==> config.mk <==
export PLATFORM = sky130hd
export DESIGN_NAME = mem_port_arbiter
export DESIGN_NICKNAME = d
export VERILOG_FILES = /design/src/rtl/mem_arb_pkg.sv /design/src/rtl/mem_arb_pick.sv /design/src/rtl/mem_port_arbiter.sv
export SDC_FILE = /design/constraint.sdc
export NUM_CORES = 1
export LEC_CHECK = 0
export CAP_MARGIN = 20
export CORE_UTILIZATION = 37
export DETAILED_ROUTE_END_ITERATION = 6
export PLACE_DENSITY = 0.84
export SLEW_MARGIN = 10
export SYNTH_ARGS = -nofsm -noshare
export SYNTH_HDL_FRONTEND = slang
export SYNTH_HIERARCHICAL = 1
export SYNTH_SLANG_ARGS = --single-unit
==> constraint.sdc <==
create_clock -name clk -period 1.7 [get_ports clk]
set_input_delay 0.34 -clock clk [delete_from_list [all_inputs] [get_ports clk]]
set_output_delay 0.34 -clock clk [all_outputs]
set_load 0.1 [all_outputs]
==> src/rtl/mem_arb_pkg.sv <==
`default_nettype none
// ============================================================================
//  Module   : mem_arb_pkg
//  Purpose  : Shared types and constants for the memory port arbiter:
//             FSM state encoding, requester owner encoding and default
//             address/data widths.
//  Ports    : none (package)
//  Revision : 1.0 - initial release
// ============================================================================
package mem_arb_pkg;

    localparam int c_ADDR_W = 8;
    localparam int c_DATA_W = 8;

    typedef enum logic [1:0] {
        IDLE  = 2'd0,
        ISSUE = 2'd1,
        WAIT  = 2'd2,
        RESP  = 2'd3
    } arb_state_t;

    // Owner of the access currently in flight.
    localparam logic OWN_IF  = 1'b0;
    localparam logic OWN_MEM = 1'b1;

endpackage
`default_nettype wire

==> src/rtl/mem_arb_pick.sv <==
`default_nettype none
// ============================================================================
//  Module   : mem_arb_pick
//  Purpose  : Combinational winner select between fetch and MEM-stage
//             requests. The result is only meaningful when at least one
//             request is present.
//  Config   : MEM_PORT_ARB_RR_EN - ties alternate (the requester that did
//             not win last time wins). Undefined: MEM always beats fetch.
//  Ports    : i_if_req       fetch request
//             i_mem_req      MEM-stage request (read or write)
//             i_last_winner  owner of the previous grant
//             o_owner        granted owner (OWN_IF / OWN_MEM)
//  Revision : 1.0 - initial release
// ============================================================================
module mem_arb_pick
    import mem_arb_pkg::*;
(
    input  logic i_if_req,
    input  logic i_mem_req,
    input  logic i_last_winner,
    output logic o_owner
);

`ifdef MEM_PORT_ARB_RR_EN
    always_comb begin
        if (i_if_req && i_mem_req) begin
            o_owner = ~i_last_winner;
        end else if (i_mem_req) begin
            o_owner = OWN_MEM;
        end else begin
            o_owner = OWN_IF;
        end
    end
`else
    // Fixed priority: the older instruction in MEM always wins, so the
    // fetch request and the history input do not affect the choice.
    logic [1:0] w_unused_pick;
    assign w_unused_pick = {i_if_req, i_last_winner};

    always_comb begin
        o_owner = i_mem_req ? OWN_MEM : OWN_IF;
    end
`endif

endmodule
`default_nettype wire

==> src/rtl/mem_port_arbiter.sv <==
`default_nettype none
// ============================================================================
//  Module   : mem_port_arbiter
//  Purpose  : Shares one fixed-latency single-port memory between the fetch
//             stage and the MEM stage. Each access runs IDLE -> ISSUE ->
//             (WAIT) -> RESP and occupies MEM_LATENCY+2 cycles.
//  Config   : MEM_PORT_ARB_RR_EN - round-robin tie break (see mem_arb_pick)
//  Ports    : clk, rst               clock / sync active-high reset
//             if_req/if_addr         fetch read request
//             if_ready/if_rdata      fetch completion pulse and data
//             mem_read/mem_write     MEM-stage request (both high = write)
//             mem_addr/mem_wdata     MEM-stage address and store data
//             mem_ready/mem_rdata    MEM-stage completion pulse and data
//             stall_if/stall_mem     combinational stalls to hazard unit
//             m_en/m_we/m_addr/
//             m_wdata/m_rdata        memory-side port
//  Revision : 1.0 - initial release
// ============================================================================
module mem_port_arbiter
    import mem_arb_pkg::*;
#(
    parameter int MEM_LATENCY = 2,
    parameter int ADDR_W      = c_ADDR_W,
    parameter int DATA_W      = c_DATA_W
) (
    input  logic              clk,
    input  logic              rst,
    input  logic              if_req,
    input  logic [ADDR_W-1:0] if_addr,
    output logic              if_ready,
    output logic [DATA_W-1:0] if_rdata,
    input  logic              mem_read,
    input  logic              mem_write,
    input  logic [ADDR_W-1:0] mem_addr,
    input  logic [DATA_W-1:0] mem_wdata,
    output logic              mem_ready,
    output logic [DATA_W-1:0] mem_rdata,
    output logic              stall_if,
    output logic              stall_mem,
    output logic              m_en,
    output logic              m_we,
    output logic [ADDR_W-1:0] m_addr,
    output logic [DATA_W-1:0] m_wdata,
    input  logic [DATA_W-1:0] m_rdata
);

    localparam int              CNT_W      = $clog2(MEM_LATENCY + 1);
    localparam logic [CNT_W-1:0] c_CNT_LOAD = CNT_W'(MEM_LATENCY - 1);
    localparam logic [CNT_W-1:0] c_CNT_ONE  = CNT_W'(1);

    arb_state_t        r_state_q, w_state_d;
    logic              r_owner_q, w_owner_d;
    logic              r_we_q,    w_we_d;
    logic [ADDR_W-1:0] r_addr_q,  w_addr_d;
    logic [DATA_W-1:0] r_wdata_q, w_wdata_d;
    logic [CNT_W-1:0]  r_cnt_q,   w_cnt_d;

    logic w_mem_req;
    logic w_any_req;
    logic w_grant;
    logic w_last_winner;

    assign w_mem_req = mem_read | mem_write;
    assign w_any_req = if_req | w_mem_req;

`ifdef MEM_PORT_ARB_RR_EN
    logic r_last_q, w_last_d;
    assign w_last_winner = r_last_q;
`else
    assign w_last_winner = OWN_MEM;
`endif

    mem_arb_pick u_pick (
        .i_if_req      (if_req),
        .i_mem_req     (w_mem_req),
        .i_last_winner (w_last_winner),
        .o_owner       (w_grant)
    );

    always_comb begin
        w_state_d = r_state_q;
        w_owner_d = r_owner_q;
        w_we_d    = r_we_q;
        w_addr_d  = r_addr_q;
        w_wdata_d = r_wdata_q;
        w_cnt_d   = r_cnt_q;
`ifdef MEM_PORT_ARB_RR_EN
        w_last_d  = r_last_q;
`endif
        if_ready  = 1'b0;
        if_rdata  = '0;
        mem_ready = 1'b0;
        mem_rdata = '0;

        case (r_state_q)
            IDLE: begin
                if (w_any_req) begin
                    w_owner_d = w_grant;
                    w_state_d = ISSUE;
                    if (w_grant == OWN_MEM) begin
                        w_addr_d  = mem_addr;
                        w_wdata_d = mem_wdata;
                        // read+write together is treated as a write
                        w_we_d    = mem_write;
                    end else begin
                        w_addr_d  = if_addr;
                        w_wdata_d = '0;
                        w_we_d    = 1'b0;
                    end
`ifdef MEM_PORT_ARB_RR_EN
                    w_last_d  = w_grant;
`endif
                end
            end
            ISSUE: begin
                w_cnt_d   = c_CNT_LOAD;
                w_state_d = (MEM_LATENCY == 1) ? RESP : WAIT;
            end
            WAIT: begin
                if (r_cnt_q != '0) begin
                    w_cnt_d = r_cnt_q - c_CNT_ONE;
                end
                if (r_cnt_q == c_CNT_ONE) begin
                    w_state_d = RESP;
                end
            end
            RESP: begin
                w_state_d = IDLE;
                // A requester that withdrew gets no pulse; the access
                // itself (including a write) has already been committed.
                if (r_owner_q == OWN_MEM) begin
                    if (w_mem_req) begin
                        mem_ready = 1'b1;
                        mem_rdata = r_we_q ? '0 : m_rdata;
                    end
                end else if (if_req) begin
                    if_ready = 1'b1;
                    if_rdata = m_rdata;
                end
            end
            default: begin
                w_state_d = IDLE;
            end
        endcase
    end

    always_ff @(posedge clk) begin
        if (rst) begin
            r_state_q <= IDLE;
            r_owner_q <= OWN_IF;
            r_we_q    <= 1'b0;
            r_addr_q  <= '0;
            r_wdata_q <= '0;
            r_cnt_q   <= '0;
`ifdef MEM_PORT_ARB_RR_EN
            r_last_q  <= OWN_MEM;
`endif
        end else begin
            r_state_q <= w_state_d;
            r_owner_q <= w_owner_d;
            r_we_q    <= w_we_d;
            r_addr_q  <= w_addr_d;
            r_wdata_q <= w_wdata_d;
            r_cnt_q   <= w_cnt_d;
`ifdef MEM_PORT_ARB_RR_EN
            r_last_q  <= w_last_d;
`endif
        end
    end

    assign m_en      = (r_state_q == ISSUE);
    assign m_we      = m_en & r_we_q;
    assign m_addr    = r_addr_q;
    assign m_wdata   = r_wdata_q;
    assign stall_if  = if_req & ~if_ready;
    assign stall_mem = w_mem_req & ~mem_ready;

endmodule
`default_nettype wire

==> flow_summary.ini, run 1 <==
[finish]
final_nets = 270
area_delta_synth_final_pct = 121
drive_gt1_frac = 0.447
fin_util = 0.867

[timing]
max_slew.worst_pin.slew_ns = 0.320
setup_viol = 19
rsz0062_at_grt = true
fin_setup_tns_ns = -2.44
fin_crit_sh = 1.08
finClkSkew_ns = 0.00151
slew_headroom = 0.787
max_freq_mhz = 543
hold_viol_final = 0
finalCriticalPeriod_ns = 1.84
slew_violations = 0
timing.hold.ws_ns = 0.499
setup_ws_ns = -0.142

[clock_network]
ctsRootBufferMaster = clkbuf_4
cts_buffers = 3
postCtsHoldBufs = 0
cts_tree = yes
cts_sinks = 22
htreeDepth = 1
clk_latency_ns = 0.31
clockBufferDepth = 2
clk_pin_slew_worst_paths_ns = 0.12

[die]
die_width_um = 59.4
ioPinCount = 75
fp.dieH_um = 59.4
start_util = 0.393
coreArea_um2 = 3100
rows = 20
die_area_um2 = 3530

[placement]
place.gp.congestion = 0.787
port-buffer-count = 74
dp_hpwl_mm = 3.49

[worst_setup_path]
cp-start-kind = register
reg2reg_depth = 6
end_kind = output pin
path_max_fanout = 5
cp.arrival_ns = 1.50
cp.required_ns = 1.36
path_class = register to output pin

[pwr]
power_leakage_nw = 1.14
finalPower_mw = 4.01
powerDensity_nw_per_um2 = 1490
ir_drop_mv = 1.36

[global_route]
grt_pass1_vias = 1531
use_met3 = 0.0393
grt_max_degree = 26
overflow = 0
grt_util_met1 = 0.259
track_usage = 0.278
grt_pass1_wl_mm = 7.22
grtUsageMet2 = 0.568
top_usage_layer = met2
antenna_found_initial = 1

[detailed_routing]
drt_iter0_drc = 19
avgRoutedWirePerCell_um = 16.5
vias = 1369
routed_wl_mm = 4.48
via_per_inst = 5.05
drc = 0
ant_nets = 0
drt_first_pass_iters = 4

[outcome]
violations = negative setup slack
status = finished, violations left

[synthesis]
syn-instance-count = 137
yosysWarnings = 6
synth_nets = 180
synth_area_per_cell_um2 = 8.90
syn_area_um2 = 1220

[hold_path]
holdPathStages = 2
hp-class = register to register

[run]
max-cap-violations = 0
==> worst paths after layout <==
check	from	end	slack (ns)
worst max-delay path	r_state_q[1]	if_rdata[2]	-0.14
worst min-delay path	m_wdata[5]	m_wdata[5]	0.50
worst max register to register	r_state_q[0]	m_addr[2]	0.10
worst min register to register	m_wdata[5]	m_wdata[5]	0.50
==> worst max-delay path: stages, from the launching register on <==
cell and delay (ns):
dfxtp_4 0.39, ha_4 0.13, buf_4 0.12, and3_4 0.22, and2_4 0.16, buf_12 0.16
==> flip-flops by register name, summed over array words and instances, names as in the netlist <==
name       cells
r_state_q      2
r_we_q         1
r_cnt_q        2
m_addr         8
m_wdata        8
r_owner_q      1
==> report_power, final <==
group	internal (mW)	switching, mW	total, mW
Combinational	1.05	1.70	2.74
Sequential	0.682	0.178	0.861
Clock	0.238	0.163	0.402
==> layout make-up <==
class	count	area (µm²)
diodes	1	2.50
clock buffers	3	22.5
clock inverters	1	30.0
fillers	169	412
inverters	9	36.3
multi-input cells	99	798
flip-flops and latches	22	445
well taps	44	55.1
repair buffers	92	1300
==> stage by stage <==
| step | worst slack [ns] | instances | instance area, µm² |
|---|---|---|---|
| 2_1_floorplan | -0.0906 | 137 | 1290 |
| 3_3_place_gp | -0.154 | 262 | 2540 |
| 3_5_place_dp | -0.217 | 262 | 2540 |
| 4_1_cts | -0.204 | 270 | 2680 |
| 5_1_grt | -0.229 | 271 | 2690 |
| 6_report | -0.142 | 271 | 2690 |
==> metal layers <==
metal,part of all wire,vias up
met4,0.034,0
li1,-,649
met5,0,-
met3,0.055,16
met1,0.33,633
met2,0.58,71
==> layout by cell type (no fill, tap or decap) <==
cell and n:
a21oi_2 1, nor2_4 1, nand2b_1 2, buf_6 3, a31oi_1 1, and2_4 17, o31ai_4 1, a211oi_2 8
nand2_1 13, o31a_4 1, and3_4 2, ha_1 4, diode_2 1, nor3_2 1, clkdlybuf4s50_1 33, buf_12 41
nor2_2 1, nor3b_1 1, dfxtp_4 1, inv_4 1, o211a_1 1, dfxtp_1 20, a21oi_4 1, clkbuf_4 3
a32oi_1 1, ha_4 2, nand3_1 10, inv_1 8, bufinv_16 1, nor2_1 9, nand2_2 1, mux2i_1 9
buf_4 12, a21oi_1 10, dlygate4sd2_1 3, dfxtp_2 1, o221a_2 1
==> what timing repair did <==
action	4_1_cts	5_1_grt
endpoints found under the setup margin	21	22
resized for setup	25	2
cloned	1	0
pin swaps	17	2
setup buffers	4	0
Power figures use the tool's default switching activity.
==> run 2, diff against run 1 <==
Settings changed: TNS_END_PERCENT from default to 10.
==> run 2 against run 1 <==
The run still ends with negative setup slack left. Largest cell class unchanged. Cell area is 1.9% lower. Register-to-register slack about the same. Die area stayed put. Sequential power fell by 0.9%. Clock power grew 2%. Critical path type unchanged. Clock skew up 0.0019 ns. Hold slack improved by 0.0055 ns.
==> flow_summary.ini, run 2 (synthesized netlist as in run 1, its figures left out) <==
[timing]
max_freq_mhz = 543
slew_headroom = 0.648
finClkSkew_ns = 0.00341
slew_violations = 0
fin_crit_sh = 1.08
rsz0062_at_grt = true
setup_viol = 19
hold_viol_final = 0
finalCriticalPeriod_ns = 1.84
setup_ws_ns = -0.141
max_slew.worst_pin.slew_ns = 0.528
timing.hold.ws_ns = 0.505

[die]
die_area_um2 = 3530
fp.dieH_um = 59.4
coreArea_um2 = 3100
rows = 20
start_util = 0.393
ioPinCount = 75
die_width_um = 59.4

[finish]
fill_cells = 172
final_common_cell = buf_12
num_antenna_cells = 0
area_delta_synth_final_pct = 116
final_area_um2 = 2640
final_cell_mix = 39 x buf_12, 33 x clkdlybuf4s50_1, 19 x dfxtp_1
final_nets = 269
final_cells = 269
drive_gt1_frac = 0.453

[pwr]
finalPower_mw = 3.97
power_leakage_nw = 1.12
powerDensity_nw_per_um2 = 1500
ir_drop_mv = 1.20

[detailed_routing]
vias = 1354
drt_first_pass_iters = 4
drc = 0
routed_wl_mm = 4.18
ant_nets = 0
via_per_inst = 5.03
drt_iter0_drc = 30
avgRoutedWirePerCell_um = 15.5

[clock_network]
cts_sinks = 22
ctsRootBufferMaster = clkbuf_4
cts_tree = yes
htreeDepth = 1
clockBufferDepth = 2
postCtsHoldBufs = 0
clk_latency_ns = 0.32
cts_buffers = 3
clk_pin_slew_worst_paths_ns = 0.13

[outcome]
violations = negative setup slack
status = finished, violations left

[global_route]
grt_max_degree = 26
grt_util_met1 = 0.248
grt_pass1_wl_mm = 6.98
use_met3 = 0.0328
top_usage_layer = met2
grtUsageMet2 = 0.562
track_usage = 0.271
antenna_found_initial = 0
grt_pass1_vias = 1456
overflow = 0

[hold_path]
hp-class = register to register
holdCritStartpoint = m_wdata[6]

[worst_setup_path]
path_max_fanout = 8
cp-start-kind = register
startpoint = r_state_q[0]
path_class = register to output pin
end_kind = output pin
reg2reg_from = r_state_q[0]
cp.required_ns = 1.36
cp.arrival_ns = 1.50

[placement]
dp_hpwl_mm = 3.22
place.gp.congestion = 0.717
placedInstanceArea_um2 = 2530
post-place-ws_ns = -0.209
port-buffer-count = 74
dpl.cell_count = 264

[run]
max-cap-violations = 0
run 2: changes by cell type in the layout (fill, tap and decap cells not counted), sizes merged:
cell	before	now
diode	1	0
and3	2	1
run 2: power by group:
| part | total, mW | internal, mW | leakage (nW) | switching, mW |
|---|---|---|---|---|
| Sequential | 0.853 | 0.682 | 0.183 | 0.170 |
| Combinational | 2.70 | 1.03 | 0.914 | 1.68 |
| Clock | 0.410 | 0.239 | 0.0279 | 0.171 |
run 2: metal layers:
layer,share of wire,vias to the layer above
met2,0.58,63
met4,0.032,0
met5,0,-
met1,0.33,640
li1,-,639
met3,0.060,12
run 2: stage by stage:
step	util	setup TNS (ns)
finish	0.851	-2.27
detailed placement	0.815	-5.03
CTS	0.849	-2.48
global route	0.851	-3.53
floorplan	-	-1.00
global placement	0.815	-3.17
run 2: area by class of cell:
class	count	area, µm²	area share
Clock buffer	3	22.5	0.00853
Tap cell	44	55.1	0.0209
Sequential cell	22	444	0.168
Inverter	9	33.8	0.0128
Timing Repair Buffer	92	1270	0.481
Clock inverter	1	30.0	0.0114
Multi-Input combinational cell	98	786	0.298
run 2: what timing repair did:
action                     4_1_cts  5_1_grt
setup buffers                    1        0
setup endpoints to repair       21       29
resized for setup               20        3
pin swaps                       10        2
run 2: worst max-delay path, stage by stage, from the launching register on:
cell	delay, ns
dfxtp_2	0.38
ha_4	0.15
nand2_2	0.06
nor3_2	0.09
buf_4	0.17
and2_4	0.16
buf_12	0.17
run 2: final timing paths:
check | to | slack (ns) | cells past startpoint
worst max-delay path | mem_rdata[7] | -0.14 | 6
worst min-delay path | m_wdata[6] | 0.50 | 2
worst max register to register | m_addr[1] | 0.10 | 6
worst min register to register | m_wdata[6] | 0.50 | 2
